==> src/rtl/bram_burst_ctrl.sv <==
// bram_burst_ctrl: burst controller between datapath engines and a single-port BRAM.
// Accepts one read or write burst at a time and walks sequential word addresses.
// Reads pass through a MEM_LAT-deep tracking pipe into a credit-managed
// first-word-fall-through FIFO, so consumers may stall without losing data.
// Optional feature macro: BRAM_CTRL_PERF_CNT_EN adds saturating beat counters.

module bram_burst_ctrl #(
  parameter int DAT_WIDTH  = 32,
  parameter int ADDR_WIDTH = 32,
  parameter int LEN_WIDTH  = 8,
  parameter int MEM_LAT    = 1,
  parameter int FIFO_DEPTH = 4,
  localparam int NUM_BYTE  = DAT_WIDTH / 8
) (
  input  logic                  clk,
  input  logic                  rst,
  input  logic                  cmd_valid,
  output logic                  cmd_ready,
  input  logic                  cmd_wr,
  input  logic [ADDR_WIDTH-1:0] cmd_addr,
  input  logic [LEN_WIDTH-1:0]  cmd_len,
  input  logic [DAT_WIDTH-1:0]  wdat,
  input  logic [NUM_BYTE-1:0]   wstrb,
  input  logic                  wval,
  output logic                  wrdy,
  output logic [DAT_WIDTH-1:0]  rdat,
  output logic                  rval,
  output logic                  rlast,
  input  logic                  rrdy,
  output logic                  busy,
  output logic [ADDR_WIDTH-1:0] mem_addr,
  output logic [DAT_WIDTH-1:0]  mem_idat,
  input  logic [DAT_WIDTH-1:0]  mem_odat,
  output logic                  mem_enb,
  output logic                  mem_rst,
  output logic [NUM_BYTE-1:0]   mem_wen
`ifdef BRAM_CTRL_PERF_CNT_EN
  ,
  output logic [31:0]           perf_wr_beats,
  output logic [31:0]           perf_rd_beats
`endif
);

  // Occupancy and in-flight counters must be able to hold FIFO_DEPTH itself.
  localparam int CNT_W = $clog2(FIFO_DEPTH + 1);
  localparam int PTR_W = $clog2(FIFO_DEPTH);

  typedef enum logic [1:0] {
    IDLE  = 2'd0,
    WRITE = 2'd1,
    READ  = 2'd2
  } state_t;

  state_t                 state;
  state_t                 state_nxt;

  // Held low through reset so cmd_ready only rises on the first edge afterwards.
  logic                   init_done;

  logic [ADDR_WIDTH-1:0]  addr_cnt;
  logic [LEN_WIDTH-1:0]   beat_cnt;
  logic                   last_beat;

  logic                   cmd_fire;
  logic                   wr_beat;
  logic                   rd_issue;
  logic                   credit_ok;
  logic [CNT_W:0]         credit_sum;

  logic [MEM_LAT-1:0]     vld_pipe;
  logic [MEM_LAT-1:0]     last_pipe;
  logic [CNT_W-1:0]       inflight_cnt;

  logic [DAT_WIDTH-1:0]   fifo_dat [FIFO_DEPTH];
  logic [FIFO_DEPTH-1:0]  fifo_last;
  logic [PTR_W-1:0]       wr_ptr;
  logic [PTR_W-1:0]       rd_ptr;
  logic [CNT_W-1:0]       fifo_cnt;
  logic                   fifo_push;
  logic                   fifo_pop;

  assign last_beat  = (beat_cnt == '0);

  // A read may only be issued if its data is guaranteed a FIFO slot on arrival,
  // counting both stored entries and reads still travelling through the BRAM.
  assign credit_sum = {1'b0, fifo_cnt} + {1'b0, inflight_cnt};
  assign credit_ok  = (credit_sum < (CNT_W + 1)'(FIFO_DEPTH));

  assign mem_addr   = addr_cnt;
  assign mem_rst    = 1'b0;

  // FSM state register.
  always_ff @(posedge clk or posedge rst) begin
    if (rst) begin
      state <= IDLE;
    end else begin
      state <= state_nxt;
    end
  end

  // One-shot flag enabling command acceptance once reset has been released.
  always_ff @(posedge clk or posedge rst) begin
    if (rst) begin
      init_done <= 1'b0;
    end else begin
      init_done <= 1'b1;
    end
  end

  // Next-state logic and combinational BRAM/handshake drive.
  always_comb begin
    state_nxt = state;
    cmd_ready = 1'b0;
    cmd_fire  = 1'b0;
    wrdy      = 1'b0;
    wr_beat   = 1'b0;
    rd_issue  = 1'b0;
    mem_enb   = 1'b0;
    mem_wen   = '0;
    mem_idat  = '0;
    case (state)
      IDLE: begin
        cmd_ready = init_done;
        if (cmd_valid && init_done) begin
          cmd_fire  = 1'b1;
          state_nxt = cmd_wr ? WRITE : READ;
        end
      end
      WRITE: begin
        wrdy = 1'b1;
        if (wval) begin
          wr_beat  = 1'b1;
          mem_enb  = 1'b1;
          mem_wen  = wstrb;
          mem_idat = wdat;
          if (last_beat) begin
            state_nxt = IDLE;
          end
        end
      end
      READ: begin
        if (credit_ok) begin
          rd_issue = 1'b1;
          mem_enb  = 1'b1;
          if (last_beat) begin
            state_nxt = IDLE;
          end
        end
      end
      default: begin
        state_nxt = IDLE;
      end
    endcase
  end

  // Address and beat counters: loaded on a command, stepped on every beat/issue.
  always_ff @(posedge clk or posedge rst) begin
    if (rst) begin
      addr_cnt <= '0;
      beat_cnt <= '0;
    end else if (cmd_fire) begin
      addr_cnt <= cmd_addr;
      beat_cnt <= cmd_len;
    end else if (wr_beat || rd_issue) begin
      addr_cnt <= addr_cnt + ADDR_WIDTH'(1);
      beat_cnt <= beat_cnt - LEN_WIDTH'(1);
    end
  end

  // Latency pipe tracking which cycles carry valid BRAM read data and the last flag.
  always_ff @(posedge clk or posedge rst) begin
    if (rst) begin
      vld_pipe  <= '0;
      last_pipe <= '0;
    end else begin
      vld_pipe[0]  <= rd_issue;
      last_pipe[0] <= rd_issue & last_beat;
      for (int i = 1; i < MEM_LAT; i++) begin
        vld_pipe[i]  <= vld_pipe[i-1];
        last_pipe[i] <= last_pipe[i-1];
      end
    end
  end

  assign fifo_push = vld_pipe[MEM_LAT-1];
  assign fifo_pop  = rval & rrdy;

  // Count of reads issued to the BRAM whose data has not yet entered the FIFO.
  always_ff @(posedge clk or posedge rst) begin
    if (rst) begin
      inflight_cnt <= '0;
    end else begin
      case ({rd_issue, fifo_push})
        2'b10:   inflight_cnt <= inflight_cnt + CNT_W'(1);
        2'b01:   inflight_cnt <= inflight_cnt - CNT_W'(1);
        default: inflight_cnt <= inflight_cnt;
      endcase
    end
  end

  // FIFO storage; contents need no reset because the outputs are gated by occupancy.
  always_ff @(posedge clk) begin
    if (fifo_push) begin
      fifo_dat[wr_ptr]  <= mem_odat;
      fifo_last[wr_ptr] <= last_pipe[MEM_LAT-1];
    end
  end

  // FIFO pointers and occupancy; a simultaneous push and pop leaves occupancy unchanged.
  always_ff @(posedge clk or posedge rst) begin
    if (rst) begin
      wr_ptr   <= '0;
      rd_ptr   <= '0;
      fifo_cnt <= '0;
    end else begin
      if (fifo_push) begin
        wr_ptr <= wr_ptr + PTR_W'(1);
      end
      if (fifo_pop) begin
        rd_ptr <= rd_ptr + PTR_W'(1);
      end
      case ({fifo_push, fifo_pop})
        2'b10:   fifo_cnt <= fifo_cnt + CNT_W'(1);
        2'b01:   fifo_cnt <= fifo_cnt - CNT_W'(1);
        default: fifo_cnt <= fifo_cnt;
      endcase
    end
  end

  assign rval  = (fifo_cnt != '0);
  assign rdat  = rval ? fifo_dat[rd_ptr] : '0;
  assign rlast = rval & fifo_last[rd_ptr];
  assign busy  = (state != IDLE) | (inflight_cnt != '0) | (fifo_cnt != '0);

`ifdef BRAM_CTRL_PERF_CNT_EN
  // Saturating counters of write-beat and read-pop handshakes.
  always_ff @(posedge clk or posedge rst) begin
    if (rst) begin
      perf_wr_beats <= '0;
      perf_rd_beats <= '0;
    end else begin
      if (wr_beat && (perf_wr_beats != 32'hFFFF_FFFF)) begin
        perf_wr_beats <= perf_wr_beats + 32'd1;
      end
      if (fifo_pop && (perf_rd_beats != 32'hFFFF_FFFF)) begin
        perf_rd_beats <= perf_rd_beats + 32'd1;
      end
    end
  end
`endif

endmodule

==> config.mk <==
export PLATFORM = sky130hd
export DESIGN_NAME = bram_burst_ctrl
export DESIGN_NICKNAME = d
export VERILOG_FILES = /design/src/rtl/bram_burst_ctrl.sv
export SDC_FILE = /design/constraint.sdc
export NUM_CORES = 1
export LEC_CHECK = 0
export CELL_PAD_IN_SITES_DETAIL_PLACEMENT = 2
export CELL_PAD_IN_SITES_GLOBAL_PLACEMENT = 2
export CORE_UTILIZATION = 33
export DETAILED_ROUTE_END_ITERATION = 10
export GPL_TIMING_DRIVEN = 1
export PLACE_DENSITY_LB_ADDON = 0.05
export RECOVER_POWER = 50
export SETUP_SLACK_MARGIN = 0.5
export SLEW_MARGIN = 20
export SYNTH_ARGS = -nofsm -noshare
export SYNTH_HDL_FRONTEND = slang
export SYNTH_SLANG_ARGS = --single-unit
==> constraint.sdc <==
create_clock -name clk -period 2.9 [get_ports clk]
set_input_delay 0.29 -clock clk [delete_from_list [all_inputs] [get_ports clk]]
set_output_delay 0.29 -clock clk [all_outputs]
set_load 0.01 [all_outputs]
Yosys cells after proc, flatten, opt, wreduce, memory -nomap -nowiden

Memories as Yosys holds them, arrays and structs flattened.
Cells that the tools add are included.

Flip-flop bits (word level): 59
RAM bits: 128
Bits of input ports: 114
Output and inout bits: 107
Logic and storage cells: 84
Memories kept: 1

$add $sub $neg: 9
Magnitude comparators: 4
Equality and inequality tests: 9
Mux-type cells: 33
Bitwise gates (word level): 5
Reductions and logical operators: 12

Memories:

| memory   | depth | width | rd ports | clocked after memory_dff | write ports | RTL line | source |
|---|---|---|---|---|---|---|---|
| fifo_dat | 4     | 32    | 1        | 0                        | 1           | 74       | `logic [DAT_WIDTH-1:0] fifo_dat [FIFO_DEPTH];` |

Operators with widths:

| kind                    | count |
|---|---|
| $mux W32                | 5 |
| $add A32 B1 Y32 const B | 1 |
| $mux W8                 | 2 |
| $mux W1                 | 12 |
| $pmux W3 S2             | 2 |
| $mux W2                 | 5 |
| $logic_not A8 Y1        | 1 |
| $mux W4                 | 2 |
| $reduce_bool A2 Y1      | 4 |
| $sub A8 B1 Y8 const B   | 1 |
| $add A3 B1 Y3 const B   | 2 |
| $eq A2 B1 Y1 const B    | 3 |
| $eq A2 B2 Y1 const B    | 3 |
| $lt A2 B3 Y1 const B    | 2 |
| $ne A2 B2 Y1 const B    | 3 |
| $pmux W2 S3             | 1 |
| $reduce_bool A3 Y1      | 2 |
| $sub A3 B1 Y3 const B   | 2 |
| $add A2 B1 Y2 const B   | 2 |
| $add A3 B3 Y4           | 1 |
| $bwmux W4               | 1 |
| $lt A4 B3 Y1 const B    | 1 |
| $and A1 B1 Y1           | 3 |
| $reduce_and A3 Y1       | 1 |
| 8 further kinds         | 10 |

Longest topological paths before layout

Depth in word-level cells: 7
Mapped depth: 10
Depth with buffers taken out: 10

Worst setup path after synthesis

Ideal clock, no wire load.

Path kind: reg2reg
Start point: reg inflight_cnt[2]
End point: reg addr_cnt[28] (netlist: mem_addr[28])
Arrival: 2237 ps
Slack: 594 ps
Cell stages (with the launch flop): 7
Path buffers: 0
Clock period less this slack: 2306 ps
Cell sequence: dfrtp_1 ha_1 or4b_1 o21ai_1 nand2_1 or4b_1 nand3_1

Word-level cells in the longest chain between the ends: 6

Ends and longest elaborated chain:

| element                      | RTL line | source |
|---|---|---|
| start: declaration           | 72       | `logic [CNT_W-1:0] inflight_cnt;` |
| start signal: assignment     | 194      | `2'b10: inflight_cnt <= inflight_cnt + CNT_W'(1);` |
| start signal: assignment     | 195      | `2'b01: inflight_cnt <= inflight_cnt - CNT_W'(1);` |
| start signal: assignment     | 196      | `default: inflight_cnt <= inflight_cnt;` |
| $add A3 B3 Y4                | 86       | `assign credit_sum = {1'b0, fifo_cnt} + {1'b0, inflight_cnt};` |
| $lt A4 B3 Y1                 | 87       | `assign credit_ok = (credit_sum < (CNT_W + 1)'(FIFO_DEPTH));` |
| $mux W1                      | 142      | `if (credit_ok) begin` |
| $mux W1                      | 121      | `case (state)` |
| $logic_or A1 B1 Y1           | 164      | `end else if (wr_beat \|\| rd_issue) begin` |
| $reduce_bool A2 Y1 (no line) | -        |  |
| end signal: assignment       | 162      | `addr_cnt <= cmd_addr;` |
| end signal: assignment       | 165      | `addr_cnt <= addr_cnt + ADDR_WIDTH'(1);` |
| end: declaration             | 60       | `logic [ADDR_WIDTH-1:0] addr_cnt;` |

Every way passes these cells.
A chain may end at the register's enable or synchronous reset.

Final worst setup path

Start point: reg wr_ptr[0]
End point: mem fifo_dat[3][27], enable pin

RTL lines:

| element                  | RTL line | source |
|---|---|---|
| start: declaration       | 76       | `logic [PTR_W-1:0] wr_ptr;` |
| start signal: assignment | 217      | `wr_ptr <= wr_ptr + PTR_W'(1);` |
| end: declaration         | 74       |  |

No word-level cell before the write port.

==> out/qor.yml <==
worst_setup_path:
  slowest_stage: "and2_0"
  r2r_start: "wr_ptr[0]"
  required_ns: 3.02
  timing.rr.end: "fifo_dat[3][27]"
  slowest_delay_ns: 1.18
  r2r_setup_slack_ns: 0.39
  worst-endpoint-arrival_ns: 2.63
  path_max_fanout: 19
  crit_path_start_kind: "flop"
  cp_cell_sequence: "ha_1 > and2_0 > buf_4"
  cpLargestDelayFamily: "simple AND/OR/NAND/NOR gates"
  end_kind: "flop"
  critPathKind: "reg -> reg"
  crit_buf_inv: 1
  worst_r2r_path_depth: 3
grt:
  grt_pass1_vias: 6568
  antenna_found_initial: 1
  grt_pass1_wl_um: 38800
  grt_max_degree: 39
  gr-total-overflow: 0
  grt_usage_pct: 19.9
layout:
  drive_gt1_share_pct: 17.3
  final_area_um2: 12200
  area_delta_synth_final_pct: 44.1
  nFillCells: 2515
  nNetsFinal: 976
min_path:
  min_from: "cmd_addr[22]"
  min_to: "mem_addr[22]"
  hold_class: "in -> reg"
  hold_path_depth: 3
timing:
  hold_viol_final: 0
  fmax_mhz: 399
  max-slew-margin-rel_pct: -4.97
  final.setup_skew_ns: 0.0221
  worstMarginPinSlew_ns: 1.57
  fin_tns_setup_ns: 0
  finalCriticalPeriod_ns: 2.51
  period_share_pct: 86.4
  drv_slew: 20
  rsz0062_at_grt: "true"
  holdWs_ns: 0.406
  finalSetupViolCount: 0
  final.setup.worst_slack_ns: 0.395
logic_synthesis:
  synth.most_common_cell: "edfxtp_1"
  synth_area_leaders: "edfxtp_1, dfrtp_1, mux4_2"
  synth_fp_nets: 740
  synth.avg_cell_area_um2: 13.8
  synth_area_um2: 8430
  syn_inst: 610
  yosys_warnings: 0
  synthFlopType: "edfxtp_1"
  yosysTopAreaCell: "edfxtp_1"
  synth_top_cell_area_share_pct: 47.0
  ys_ff_latch: 187
  synth-async-reset-ratio_pct: 29.4
  ys_types: 44
  synth-edff-count: 132
  yosysSeqAreaShare_pct: 63.3
  synth_common_cells: "edfxtp_1, dfrtp_1, nand2_1, and2_1, and3_1"
pwr:
  switching_share_pct: 35.1
  powerDensity_nw_per_um2: 924
  intPower_mw: 7.28
  share_comb_of_total_power_pct: 43.7
  p_leak_nw: 4.68
  netSwitchingPower_mw: 3.95
  vdd_drop_max_mv: 0.349
  power_frac_seq_pct: 35.1
  clkPwrFrac_pct: 21.1
die:
  core-area_um2: 25100
  num_rows: 58
  ioPinCount: 221
  die-area_um2: 26200
  die_h_um: 162
  initial_core_util_pct: 33.6
  die_w_um: 162
status:
  status: "finished with violations"
  violations: "max-capacitance violations, max-slew violations"
route:
  first_pass_iters: 4
  via_count: 5902
  ant_nets: 0
  vias_per_cell: 4.96
  drt_iter0_drc: 215
  detail_route.wl_per_cell_um: 21.5
  finalWirelength_um: 25600
  drt_drc_violations_left: 0
clock_network:
  htree_levels: 4
  cts_buffers: 17
  root_buffer: "clkbuf_16"
  hold_buffers: 0
  clk_latency_ns: 0.43
  cts_tree: "built"
  clk_path_buf_depth: 2
  clkTransAtPathRegs_ns: 0.07
  cts_num_sinks: 187
placed_design:
  gp_congestion: 0.743
  numPortBuffers: 219
  dp_hpwl_um: 17100
  dp_slack_ns: 0.374
  placed_cell_area_um2: 11100
run:
  cap_viol_max_count: 1
layout by cell type, fill, tap and decap left out, drive strengths merged, types with 17 or more instances in the layout:
cell	n
and2	43
and3	43
buf	35
clkbuf	27
clkdlybuf4s15	22
clkdlybuf4s50	138
dfrtp	55
dlygate4sd3	33
edfxtp	132
inv	25
mux4	33
nand2	54
nor4	17
o21ai	33
xnor2	28
final cells by class:
cell class / instances / area [um^2] / share of cell area, %
sequential: 187 / 5340 / 44.0
multi-input combinational: 366 / 3090 / 25.5
tap: 330 / 413 / 3.40
antenna: 1 / 2.50 / 0.0206
inverter: 18 / 67.6 / 0.556
clock buffer: 18 / 429 / 3.53
clock inverter: 14 / 174 / 1.43
timing repair buffer: 256 / 2630 / 21.6
flip-flops by register name (all words and copies together), names as in the netlist:
signal	count
fifo_push	1
fifo_dat	128
inflight_cnt	3
wr_ptr	2
mem_addr	32
rd_ptr	2
state	2
last_pipe	1
fifo_last	4
beat_cnt	8
fifo_cnt	3
init_done	1
metrics by stage:
step	util (%)	total power, mW	cells
after global routing	48.4	11.9	1189
final	48.4	11.2	1190
after global placement	44.1	8.32	1137
after detailed placement	44.1	8.51	1137
after floorplan	-	6.24	610
after CTS	47.4	11.1	1178
metal layers:
layer	wire length, um	GRT usage, %
met5	17	0
met4	141	4.07
met3	1160	4.47
met2	13900	36.4
met1	10400	23.8
worst max path at each step:
stage,from,to,slack [ns],depth (start not counted)
after floorplan,inflight_cnt[2],mem_addr[28],0.59,6
after global placement,inflight_cnt[2],mem_addr[28],0.42,7
after detailed placement,fifo_cnt[2],mem_addr[28],0.37,7
after CTS,fifo_cnt[2],mem_enb,0.32,5
after global routing,wr_ptr[0],fifo_dat[3][27],0.24,3
final,wr_ptr[0],fifo_dat[3][27],0.39,3
logic make-up (layout without fill, tap and decap cells):
logic type | Yosys count | in the layout | synth area share (%)
AO/OA/AOI/OAI | 48 | 48 | 3.15
XOR/XNOR | 44 | 44 | 4.57
adder cells (fa/ha/maj) | 16 | 16 | 2.55
buffers and inverters | 57 | 306 | 2.76
flip-flops | 187 | 187 | 63.3
multiplexers | 36 | 36 | 9.19
other | 2 | 3 | 0.0891
AND/OR/NAND/NOR | 220 | 220 | 14.4
worst min-delay path, delay by kind of cell:
kind                   cells  cell delay, ns
AOI/OAI and AO/OA          1            0.05
buffers and inverters      1            0.39
and+or+nand+nor            1            0.06
power groups by stage:
stage	clock network [mW]	logic [mW]	registers (mW)
final	2.37	4.91	3.95
after global routing	2.52	5.36	4.03
after CTS	2.44	4.70	3.94
after detailed placement	0	4.51	4.00
after global placement	0	4.38	3.94
after floorplan	0	2.34	3.90
timing repair:
item | 4_1_cts | 5_1_grt
setup endpoints to repair | 91 | 84
resized for setup | 69 | 74
pin swaps | 0 | 5
gates cloned | 3 | 1
hold endpoints to repair | 0 | 0
buffers inserted | 6 | 10
Note: power is estimated with default switching activity, not from simulation.
